[config.mk]
export PLATFORM = sky130hd
export DESIGN_NAME = jellyvl_etherneco_synctimer_master
export DESIGN_NICKNAME = d
export VERILOG_FILES = /design/src/rtl/jellyvl_etherneco_synctimer_pkg.sv /design/src/rtl/jellyvl_etherneco_synctimer_offset_table.sv /design/src/rtl/jellyvl_etherneco_synctimer_master.sv
export SDC_FILE = /design/constraint.sdc
export NUM_CORES = 1
export LEC_CHECK = 0
export CAP_MARGIN = 30
export CORE_ASPECT_RATIO = 0.5
export CORE_MARGIN = 10
export CORE_UTILIZATION = 51
export DETAILED_ROUTE_END_ITERATION = 8
export PLACE_DENSITY = 0.73
export SLEW_MARGIN = 5
export SYNTH_ARGS = -nofsm -noshare
export SYNTH_HDL_FRONTEND = slang
export SYNTH_SLANG_ARGS = --single-unit
[constraint.sdc]
create_clock -name clk -period 3.42 [get_ports clk]
set_input_delay 0.855 -clock clk [delete_from_list [all_inputs] [get_ports clk]]
set_output_delay 0.855 -clock clk [all_outputs]
set_load 0.02 [all_outputs]
[src/rtl/jellyvl_etherneco_synctimer_pkg.sv]
// jellyvl_etherneco_synctimer_pkg: shared types and packet layout for the EtherNeco sync-timer master and slave
package jellyvl_etherneco_synctimer_pkg;

    typedef logic [7:0][7:0] t_time;
    typedef logic [3:0][7:0] t_offset;

    localparam int          CMD_BIT_VALID    = 0;
    localparam int          CMD_BIT_OVERRIDE = 1;
    localparam logic [15:0] POS_CMD          = 16'd0;
    localparam logic [15:0] POS_TIME         = 16'd1;
    localparam logic [15:0] POS_OFFSET       = 16'd9;
    localparam int          OFFSET_BYTES     = 4;
    localparam int          NODE_BITS        = 4;

    typedef enum logic [1:0] {
        ST_IDLE,
        ST_SEND,
        ST_WAIT_RES,
        ST_CALC
    } t_state;

    function automatic logic [15:0] payload_length(input int nodes);
        return 16'(int'(POS_OFFSET) + OFFSET_BYTES * nodes);
    endfunction

endpackage

[src/rtl/jellyvl_etherneco_synctimer_offset_table.sv]
// jellyvl_etherneco_synctimer_offset_table: per-node elapsed/offset storage with byte write, sequential offset calc and byte read
module jellyvl_etherneco_synctimer_offset_table
    import jellyvl_etherneco_synctimer_pkg::*;
#(
    parameter int NODES = 4
) (
    input  logic                 clk,
    input  logic                 reset_n,
    input  logic                 i_wr_en,
    input  logic [NODE_BITS-1:0] i_wr_node,
    input  logic [1:0]           i_wr_byte,
    input  logic [7:0]           i_wr_data,
    input  logic                 i_calc_en,
    input  logic [NODE_BITS-1:0] i_calc_node,
    input  logic [31:0]          i_total,
    input  logic [NODE_BITS-1:0] i_rd_node,
    input  logic [1:0]           i_rd_byte,
    output logic [7:0]           o_rd_data
);

    t_offset r_elapsed [NODES];
    t_offset r_offset  [NODES];

    // response bytes land in elapsed; the selected node's offset is half the unaccounted round trip
    always_ff @(posedge clk or negedge reset_n) begin
        if (!reset_n) begin
            for (int k = 0; k < NODES; k++) begin
                r_elapsed[k] <= '0;
                r_offset[k]  <= '0;
            end
        end else begin
            for (int k = 0; k < NODES; k++) begin
                if (i_wr_en && i_wr_node == NODE_BITS'(k)) r_elapsed[k][i_wr_byte] <= i_wr_data;
                if (i_calc_en && i_calc_node == NODE_BITS'(k)) r_offset[k] <= (i_total - r_elapsed[k]) >> 1;
            end
        end
    end

    // byte read port feeding the command stream
    always_comb begin
        o_rd_data = '0;
        for (int k = 0; k < NODES; k++) o_rd_data = (i_rd_node == NODE_BITS'(k)) ? r_offset[k][i_rd_byte] : o_rd_data;
    end

endmodule

[src/rtl/jellyvl_etherneco_synctimer_master.sv]
// jellyvl_etherneco_synctimer_master: ring master that streams timer commands and derives slave offsets (optional response timeout: JELLYVL_ETHERNECO_SYNCTIMER_MASTER_TIMEOUT_EN)
module jellyvl_etherneco_synctimer_master
    import jellyvl_etherneco_synctimer_pkg::*;
#(
    parameter int TIMER_WIDTH    = 64,
    parameter int NODES          = 4,
    parameter int PERIOD_WIDTH   = 32,
    parameter int TIMEOUT_CYCLES = 1000000
) (
    input  logic                    clk,
    input  logic                    reset_n,
    input  logic                    enable,
    input  logic [PERIOD_WIDTH-1:0] param_period,
    input  logic [TIMER_WIDTH-1:0]  current_time,
    output logic [15:0]             cmd_tx_length,
    output logic                    m_cmd_first,
    output logic                    m_cmd_last,
    output logic [15:0]             m_cmd_pos,
    output logic [7:0]              m_cmd_data,
    output logic                    m_cmd_valid,
    input  logic                    m_cmd_ready,
    input  logic                    res_rx_start,
    input  logic                    res_rx_end,
    input  logic                    res_rx_error,
    input  logic [15:0]             s_res_pos,
    input  logic [7:0]              s_res_data,
    input  logic                    s_res_valid,
    output logic                    busy,
    output logic                    synced,
    output logic                    overrun
);

    localparam logic [15:0] LEN = payload_length(NODES);

    if (NODES < 1 || NODES > 15) begin : g_bad_nodes
        $error("NODES must be 1..15");
    end
    if (TIMER_WIDTH < 64 || TIMEOUT_CYCLES < 1) begin : g_bad_params
        $error("TIMER_WIDTH must be >= 64 and TIMEOUT_CYCLES >= 1");
    end

    t_state                r_state;
    logic [PERIOD_WIDTH-1:0] r_count;
    logic [15:0]           r_pos;
    t_time                 r_tx_time;
    logic [31:0]           r_start_time;
    logic [31:0]           r_total;
    logic [NODE_BITS-1:0]  r_calc_node;
`ifdef JELLYVL_ETHERNECO_SYNCTIMER_MASTER_TIMEOUT_EN
    logic [31:0]           r_timeout;
`endif

    logic                  w_tick;
    logic                  w_handshake;
    logic [15:0]           w_sel_pos;
    logic [15:0]           w_sel_rel;
    logic [2:0]            w_time_idx;
    logic [7:0]            w_cmd;
    logic [7:0]            w_rd_data;
    logic [7:0]            w_tx_byte;
    logic [15:0]           w_res_rel;
    logic                  w_wr_en;

    assign cmd_tx_length = LEN;
    assign m_cmd_pos     = r_pos;
    assign busy          = (r_state != ST_IDLE);
    assign w_tick        = enable && (r_count == param_period);
    assign w_handshake   = m_cmd_valid && m_cmd_ready;
    assign w_sel_pos     = (r_state == ST_IDLE) ? POS_CMD : r_pos + 16'd1;
    assign w_sel_rel     = w_sel_pos - POS_OFFSET;
    assign w_time_idx    = 3'(w_sel_pos - POS_TIME);
    assign w_res_rel     = s_res_pos - POS_OFFSET;
    assign w_wr_en       = (r_state == ST_WAIT_RES) && s_res_valid && !res_rx_error
                           && (s_res_pos >= POS_OFFSET) && (s_res_pos < LEN);

    // byte that will be presented next: the entry byte in IDLE, otherwise the one after the current pos
    always_comb begin
        w_cmd                   = '0;
        w_cmd[CMD_BIT_VALID]    = 1'b1;
        w_cmd[CMD_BIT_OVERRIDE] = ~synced;
        w_tx_byte = (w_sel_pos == POS_CMD)   ? w_cmd :
                    (w_sel_pos <  POS_OFFSET) ? r_tx_time[w_time_idx] : w_rd_data;
    end

    jellyvl_etherneco_synctimer_offset_table #(
        .NODES(NODES)
    ) u_offset_table (
        .clk        (clk),
        .reset_n    (reset_n),
        .i_wr_en    (w_wr_en),
        .i_wr_node  (NODE_BITS'(w_res_rel >> 2)),
        .i_wr_byte  (w_res_rel[1:0]),
        .i_wr_data  (s_res_data),
        .i_calc_en  (r_state == ST_CALC),
        .i_calc_node(r_calc_node),
        .i_total    (r_total),
        .i_rd_node  (NODE_BITS'(w_sel_rel >> 2)),
        .i_rd_byte  (w_sel_rel[1:0]),
        .o_rd_data  (w_rd_data)
    );

    // sync-period counter; held at zero while disabled
    always_ff @(posedge clk or negedge reset_n) begin
        if (!reset_n) r_count <= '0;
        else          r_count <= (!enable || w_tick) ? '0 : r_count + PERIOD_WIDTH'(1);
    end

    // protocol FSM: stream command, collect response, compute offsets one node per clock
    always_ff @(posedge clk or negedge reset_n) begin
        if (!reset_n) begin
            r_state      <= ST_IDLE;
            r_pos        <= '0;
            r_tx_time    <= '0;
            r_start_time <= '0;
            r_total      <= '0;
            r_calc_node  <= '0;
            synced       <= 1'b0;
            overrun      <= 1'b0;
            m_cmd_valid  <= 1'b0;
            m_cmd_first  <= 1'b0;
            m_cmd_last   <= 1'b0;
            m_cmd_data   <= '0;
`ifdef JELLYVL_ETHERNECO_SYNCTIMER_MASTER_TIMEOUT_EN
            r_timeout    <= '0;
`endif
        end else begin
            overrun <= w_tick && (r_state != ST_IDLE);
            case (r_state)
                ST_IDLE: begin
                    if (w_tick) begin
                        r_state      <= ST_SEND;
                        r_tx_time    <= current_time[63:0];
                        r_start_time <= current_time[31:0];
                        r_pos        <= POS_CMD;
                        m_cmd_valid  <= 1'b1;
                        m_cmd_first  <= 1'b1;
                        m_cmd_last   <= 1'b0;
                        m_cmd_data   <= w_tx_byte;
                    end
                end
                ST_SEND: begin
                    if (w_handshake && m_cmd_last) begin
                        r_state     <= ST_WAIT_RES;
                        m_cmd_valid <= 1'b0;
                        m_cmd_first <= 1'b0;
                        m_cmd_last  <= 1'b0;
`ifdef JELLYVL_ETHERNECO_SYNCTIMER_MASTER_TIMEOUT_EN
                        r_timeout   <= '0;
`endif
                    end else if (w_handshake) begin
                        r_pos       <= w_sel_pos;
                        m_cmd_data  <= w_tx_byte;
                        m_cmd_first <= 1'b0;
                        m_cmd_last  <= (w_sel_pos == LEN - 16'd1);
                    end
                end
                ST_WAIT_RES: begin
                    if (res_rx_start) r_total <= current_time[31:0] - r_start_time;
                    if (res_rx_error) begin
                        r_state <= ST_IDLE;
                    end else if (res_rx_end) begin
                        r_state     <= ST_CALC;
                        r_calc_node <= '0;
                    end
`ifdef JELLYVL_ETHERNECO_SYNCTIMER_MASTER_TIMEOUT_EN
                    else if (r_timeout == 32'(TIMEOUT_CYCLES - 1)) begin
                        r_state <= ST_IDLE;
                        synced  <= 1'b0;
                    end else begin
                        r_timeout <= r_timeout + 32'd1;
                    end
`endif
                end
                ST_CALC: begin
                    r_calc_node <= r_calc_node + NODE_BITS'(1);
                    if (r_calc_node == NODE_BITS'(NODES - 1)) begin
                        r_state <= ST_IDLE;
                        synced  <= 1'b1;
                    end
                end
                default: r_state <= ST_IDLE;
            endcase
        end
    end

endmodule

==> reports/qor.yml, run 1 <==
routing:
  dr.pass1.iters: 7
  antenna_left: 0
  drc: 0
  wl_per_cell_um: 21.27
  drt_iter0_markers: 2053
  drt_wl_total_um: 82360
  vias: 22620
  via_per_inst: 5.840
critical_path:
  worstPathArrival_ns: 3.76
  path_class: "register to register"
  r2r-start: "r_total[18]"
  cpPeakStageDelay_ns: 0.81
  worstSetupStartpointType: "register"
  rr_worst_depth: 9
  regToRegEndpoint: "u_offset_table.r_offset[62]"
  critPathBufInv: 0
  path_delay_family: "compound AO/OA/AOI/OAI gates"
  r2r_setup_slack_ns: 0.11
  crit_chain: "ha_1, a21o_1, a21o_1, a21oi_1, o2111ai_1, a311oi_2, a211oi_1, or4_1, o2111ai_1"
  crit_slowest_cell: "dfrtp_1"
  cp-end-kind: "register"
  cp.required_ns: 3.88
  cp_num_cells: 9
  crit_fanout: 5
place:
  place_area_sq_um: 29620
  io_buffers: 157
  dp_slack_ns: -0.5276
  gp_congestion: 0.9708
  place_inst: 3796
  dp_hpwl_um: 62420
clock_tree:
  cts.sinks: 415
  clk_pin_slew_worst_paths_ns: 0.07
  cts-root-buf: "clkbuf_16"
  clock_path_buffers: 3
  clock_latency_ns: 0.57
  cts_hold_buf: 0
  cts_tree: "built"
  h-tree-depth: 2
  cts_buffers: 41
grt:
  grt_pass1_vias: 21780
  grt_pass1_wl_um: 127300
  grt.overflow.total: 0
  antenna_found_initial: 3
  grt_util_all_layers_pct: 26.06
  grt_max_degree: 74
sta:
  relSlewSlack_pct: 30.11
  min_period_ns: 3.308
  period_share_pct: 96.72
  finalMaxSlewViolations: 0
  rsz0062_at_grt: "false"
  clock.fmax_mhz: 302.3
  worst_clock_skew_ns: 0.02270
  setup_viol: 0
  hold_violations: 0
  worst_pin_slew_ns: 1.045
  fin_ws_ns: 0.1121
yosys:
  syn_area_sq_um: 26280
  ys_seq_area_share_pct: 39.51
  synth_top_family_by_area: "compound AO/OA/AOI/OAI gates"
  synth-compound-area-share_pct: 17.27
  syn_inst: 2896
  synth-xor-area-share_pct: 6.260
  synth_area_leaders: "dfrtp_1 (40%), ha_1 (7.5%), nand2_1 (7.1%), o21ai_0 (6.1%), mux4_2 (3.8%)"
  yosysWarnings: 0
  async_flop_share_pct: 100.0
  yosys.area_share.simple_pct: 16.38
  yosys.area.top_type_share_pct: 39.51
  avgSynthCellArea_sq_um: 9.075
  synthTopCellsByCount: "nand2_1 (499), dfrtp_1 (415), o21ai_0 (319)"
  synth_seq_cells: 415
  synthAdderAreaFrac_pct: 7.903
  synth-edff-count: 0
  synth.most_common_cell: "nand2_1"
  yosysTopAreaCell: "dfrtp_1"
  ys_types: 95
  synth_ff_type: "dfrtp_1"
  synth.area.mux_share_pct: 7.698
layout:
  design_area_sq_um: 31120
  fin_cells: 3873
  final_layout_size_suffix_gt1_share_pct: 13.45
  syn2layout_area_growth_pct: 18.42
  nNetsFinal: 3442
power_and_ir_drop:
  powerDensity_nw_per_um2: 331.6
  peakVddDrop_v: 0.0003768
  cellLeakagePower_nw: 14.70
  p_total_mw: 10.32
die:
  core_area_sq_um: 50580
  initial_core_util_pct: 51.96
  io_pins: 174
  die_area_sq_um: 61560
  die_w_um: 341.0
  rows: 58
  die_h_um: 180.5
job:
  drv_cap: 0
min_path:
  min_path_type: "input port to async pin"
outcome:
  status: "finished, final reports clean"
-- flip-flops by register name (all words and copies together) (netlist names), 2 cells and up --
register,count
m_cmd_data,8
m_cmd_pos,16
r_start_time,3
r_state,2
u_offset_table.r_offset,124
r_count,32
r_calc_node,4
u_offset_table.r_elapsed,128
r_tx_time,61
r_total,32
-- final cells by class --
class	count	area, sq um
clock inverters	19	227.7
diodes	2	5.005
multi-input cells	2172	14750
inverters	199	747.0
fillers	4294	19460
clock buffers	54	1175
well taps	690	863.3
repair buffers	322	2963
flip-flops and latches	415	10390
-- cell families after synthesis --
kind of cell,after synthesis
multiplexers,137
buffers and inverters,323
flip-flops,415
adder cells (fa/ha/maj),163
XOR/XNOR,187
other,2
AO/OA/AOI/OAI,734
AND/OR/NAND/NOR,935
-- cells in the final DEF, fill, tap and decap left out, types with 10 or more instances in the layout --
master | synthesis | routed
clkbuf_8 | 0 | 10
nand3_1 | 61 | 61
o31ai_1 | 26 | 24
o21bai_1 | 20 | 20
nor2_1 | 132 | 132
inv_1 | 199 | 199
o21a_1 | 27 | 27
conb_1 | 2 | 16
buf_4 | 20 | 153
mux2i_1 | 12 | 12
xnor2_1 | 111 | 110
nor3_1 | 46 | 45
o21ai_1 | 13 | 13
clkbuf_16 | 0 | 41
a31oi_1 | 23 | 20
xor2_1 | 75 | 75
a21o_1 | 74 | 74
ha_1 | 158 | 154
dfrtp_1 | 415 | 408
o211ai_1 | 10 | 10
nor2b_1 | 23 | 23
o21ai_0 | 319 | 319
nand2b_1 | 33 | 33
mux2_2 | 81 | 81
nand4_1 | 29 | 29
a21oi_1 | 111 | 109
and2_1 | 14 | 14
a211oi_1 | 20 | 20
buf_12 | 0 | 10
clkdlybuf4s50_1 | 0 | 155
and3_1 | 27 | 27
clkinv_2 | 0 | 12
mux4_2 | 44 | 44
nand2_1 | 499 | 495
or3_1 | 10 | 10
-- worst max-delay path by stage --
stage / start / end / slack [ns]
finish: r_total[18] / u_offset_table.r_offset[62] / 0.11
global route: current_time[0] / r_total[14] / 0.003
CTS: r_total[12] / u_offset_table.r_offset[61] / 0.03
detailed placement: current_time[0] / r_total[14] / -0.53
global placement: current_time[0] / r_total[30] / -0.48
floorplan: m_cmd_pos[0] / m_cmd_data[3] / 0.09
-- metrics by stage --
step                      hold WS (ns)  utilization [%]  TNS (ns)
after floorplan                 0.4334                -         0
after global routing            0.2642            61.52         0
final                           0.2375            61.53         0
after global placement          0.4457            58.48    -3.478
after detailed placement        0.4513            58.56    -3.828
after CTS                       0.2525            61.34         0
-- layer usage --
| metal | global-route usage (%) | wire (um) |
|---|---|---|
| met3 | 5.964 | 7666 |
| met2 | 40.20 | 35900 |
| met4 | 8.807 | 3182 |
| met1 | 35.71 | 35610 |
| met5 | 0 | 0 |
-- power by group --
group	internal [mW]	leakage, nW	switching (mW)
Sequential	4.91	5.31	0.00445
Clock	2.80	0.707	2.09
Combinational	0.230	8.69	0.295
-- timing repair --
item                                    CTS  global route
endpoints found under the setup margin    0            14
gates resized for setup                   0            21
setup buffers                             0             1
(Power assumes the default switching activity.)
==> run 2, diff against run 1 <==
SKIP_LAST_GASP = 1   (was unset)
==> results of run 2 <==
Same layout as run 1: the final DEF is identical, and so are final timing and power.
==> run 3, diff against run 2 <==
CAP_MARGIN = unset   (was 30)
CORE_ASPECT_RATIO = 0.75   (was 0.5)
==> run 3 against run 2 <==
Sequential power barely moved; clock skew is 0.0096 ns lower; total power is 0.51% higher; via count increased by 0.34%.
==> reports/qor.yml, run 3 (synthesized netlist as in run 1, its figures left out) <==
power_and_ir_drop:
  p_total_mw: 10.37  # +0.51%
  combPwrFrac_pct: 4.9  # -0.2 points
  cellLeakagePower_nw: 14.61  # -0.60%
  power_frac_seq_pct: 47.4  # -0.2 points
  p_int_mw: 7.991  # +0.67%
  switchingPower_mw: 2.383  # about the same
  peakVddDrop_v: 0.0003209  # -15%
  switching_share_pct: 22.97  # -0.12 points
  powerDensity_nw_per_um2: 334.8  # +0.96%
  pwr-share-clk_pct: 47.7  # +0.4 points
layout:
  nNetsFinal: 3427  # -0.44%
  syn2layout_area_growth_pct: 17.89
  largest_register: "u_offset_table.r_elapsed"
  multiInputGateArea_sq_um: 14760  # about the same
  seq_area_sq_um: 10390  # about the same
  top_regs: "u_offset_table.r_elapsed: 128 flops, u_offset_table.r_offset: 124 flops, r_tx_time: 61 flops"
  final_layout_size_suffix_gt1_share_pct: 12.83  # -0.62 points
  final_common_cell: "nand2_1"
  final_cell_mix: "nand2_1 (495), dfrtp_1 (413), o21ai_0 (317), inv_1 (199), clkdlybuf4s50_1 (156)"
  design_area_sq_um: 30980  # -0.45%
  largest_reg_flops: 128  # unchanged
  num-fill-cells: 4199  # -2.2%
  fin_cells: 3822  # -1.3%
clock_tree:
  cts_buffers: 44  # +7.3%
  post-cts-setup-buffer-count: 0  # unchanged
  clk_pin_slew_worst_paths_ns: 0.07  # about the same
  post_cts_resized: 0  # unchanged
  clock_latency_ns: 0.58  # about the same
  h-tree-depth: 2  # unchanged
  cts_hold_buf: 0  # unchanged
  cts.sinks: 415  # unchanged
  clock_path_buffers: 3  # unchanged
  cts-root-buf: "clkbuf_16"
  cts_tree: "built"
die:
  die_area_sq_um: 61110  # -0.74%
  die_h_um: 216.6  # +20%
  rows: 71  # +22%
  io_pins: 174  # unchanged
  die_w_um: 282.1  # -17%
  core_area_sq_um: 50550  # about the same
  initial_core_util_pct: 51.99  # about the same
grt:
  grt_util_all_layers_pct: 26.81  # +0.75 points
  grt_pass1_wl_um: 128100  # +0.58%
  grt_max_degree: 77  # +4.1%
  grt_pass1_vias: 22130  # +1.6%
  grt.overflow.total: 0  # unchanged
  antenna_found_initial: 0  # -3
place:
  dp_slack_ns: -0.5480  # -0.02037 ns
  gp_congestion: 0.9746  # +0.39%
  io_buffers: 157  # unchanged
  dp_hpwl_um: 63180  # +1.2%
  place_area_sq_um: 29450  # -0.58%
  place_inst: 3747  # -1.3%
critical_path:
  cp.required_ns: 3.87  # about the same
  crit_chain: "ha_1, a21o_1, a21o_1, nor3_1, o2111ai_1, a31oi_1, buf_4, o21ai_2, a221oi_1, xor2_1, o21ai_0"
  cpPeakStageDelay_ns: 0.54  # -0.27 ns
  crit_slowest_cell: "dfrtp_1"
  path_class: "register to register"
  worstPathArrival_ns: 3.75  # about the same
  r2r_setup_slack_ns: 0.12  # about the same
  crit_fanout: 4  # -1
  path_common_cell: "a21o_1"
  worstSetupStartpointType: "register"
  cp-end-kind: "register"
sta:
  setup_viol: 0  # unchanged
  worst_pin_slew_ns: 1.117  # +0.07204 ns
  clock.fmax_mhz: 302.8  # +0.17%
  fin_ws_ns: 0.1178  # +0.005732 ns
  min_period_ns: 3.302  # -0.005732 ns
  period_share_pct: 96.56  # -0.17 points
  worst_clock_skew_ns: 0.01305  # -0.009646 ns
  rsz0062_at_grt: "false"
  setup_tns_ns: 0  # unchanged
  relSlewSlack_pct: 25.29  # -4.8 points
  hold_violations: 0  # unchanged
  finalMaxSlewViolations: 0  # unchanged
routing:
  antenna_left: 0  # unchanged
  drt_wl_total_um: 82510  # +0.18%
  wl_per_cell_um: 21.59  # +1.5%
  via_per_inst: 5.938  # +1.7%
  dr.pass1.iters: 6  # -1
  drt_iter0_markers: 2197  # +7.0%
  drc: 0  # unchanged
  vias: 22700  # +0.34%
outcome:
  status: "finished, final reports clean"
min_path:
  min_path_type: "input port to async pin"
job:
  drv_cap: 0  # unchanged
[run 3: final timing paths]
path                               start                      endpoint  cells after the start
max reg2reg                  r_total[10]  u_offset_table.r_offset[124]                     11
max                          r_total[10]  u_offset_table.r_offset[124]                     11
min in group clk           r_tx_time[47]                 r_tx_time[47]                      2
max in group asynchronous        reset_n  u_offset_table.r_elapsed[84]                      2
min                              reset_n                   r_total[16]                      1
min reg2reg                r_tx_time[47]                 r_tx_time[47]                      2
[run 3: metrics by stage]
| step | hold WS, ns | util, % |
|---|---|---|
| global placement | 0.4491 | 58.26 |
| finish | 0.2611 | 61.30 |
| CTS | 0.2706 | 61.13 |
| floorplan | 0.4334 | - |
| detailed placement | 0.4536 | 58.26 |
| global route | 0.3039 | 61.29 |
[run 3: layout make-up]
type	count	area share [%]
antenna	1	0.008077
clock buffer	57	4.006
clock inverter	17	0.6663
inverter	199	2.411
multi-input combinational	2172	47.64
sequential	415	33.53
tap	657	2.653
timing repair buffer	304	9.094
[run 3: critical path, delay by kind of cell (launching register included)]
| kind | cells | cell delay (ns) |
|---|---|---|
| XOR/XNOR | 1 | 0.23 |
| flip-flops | 1 | 0.54 |
| AND/OR/NAND/NOR | 1 | 0.29 |
| adder cells (fa/ha/maj) | 1 | 0.42 |
| AO/OA/AOI/OAI | 7 | 1.50 |
| buffers and inverters | 1 | 0.18 |
[run 3: routing by layer]
layer  part of all wire (%)  up-vias  GRT usage, %
li1                       -    10570             -
met1                     44    11150         37.84
met2                     44      818         41.03
met3                    7.9      164         4.778
met4                    3.3        0         8.863
met5                      0        -             0
[run 3: power by group through the flow]
stage / logic (mW) / clock network, mW / registers [mW]
final: 0.510 / 4.95 / 4.92
after global routing: 0.550 / 5.20 / 4.91
after detailed placement: 0.510 / 0 / 5.01
after global placement: 0.501 / 0 / 5.01
after CTS: 0.512 / 5.01 / 4.92
after floorplan: 0.143 / 0 / 5.01
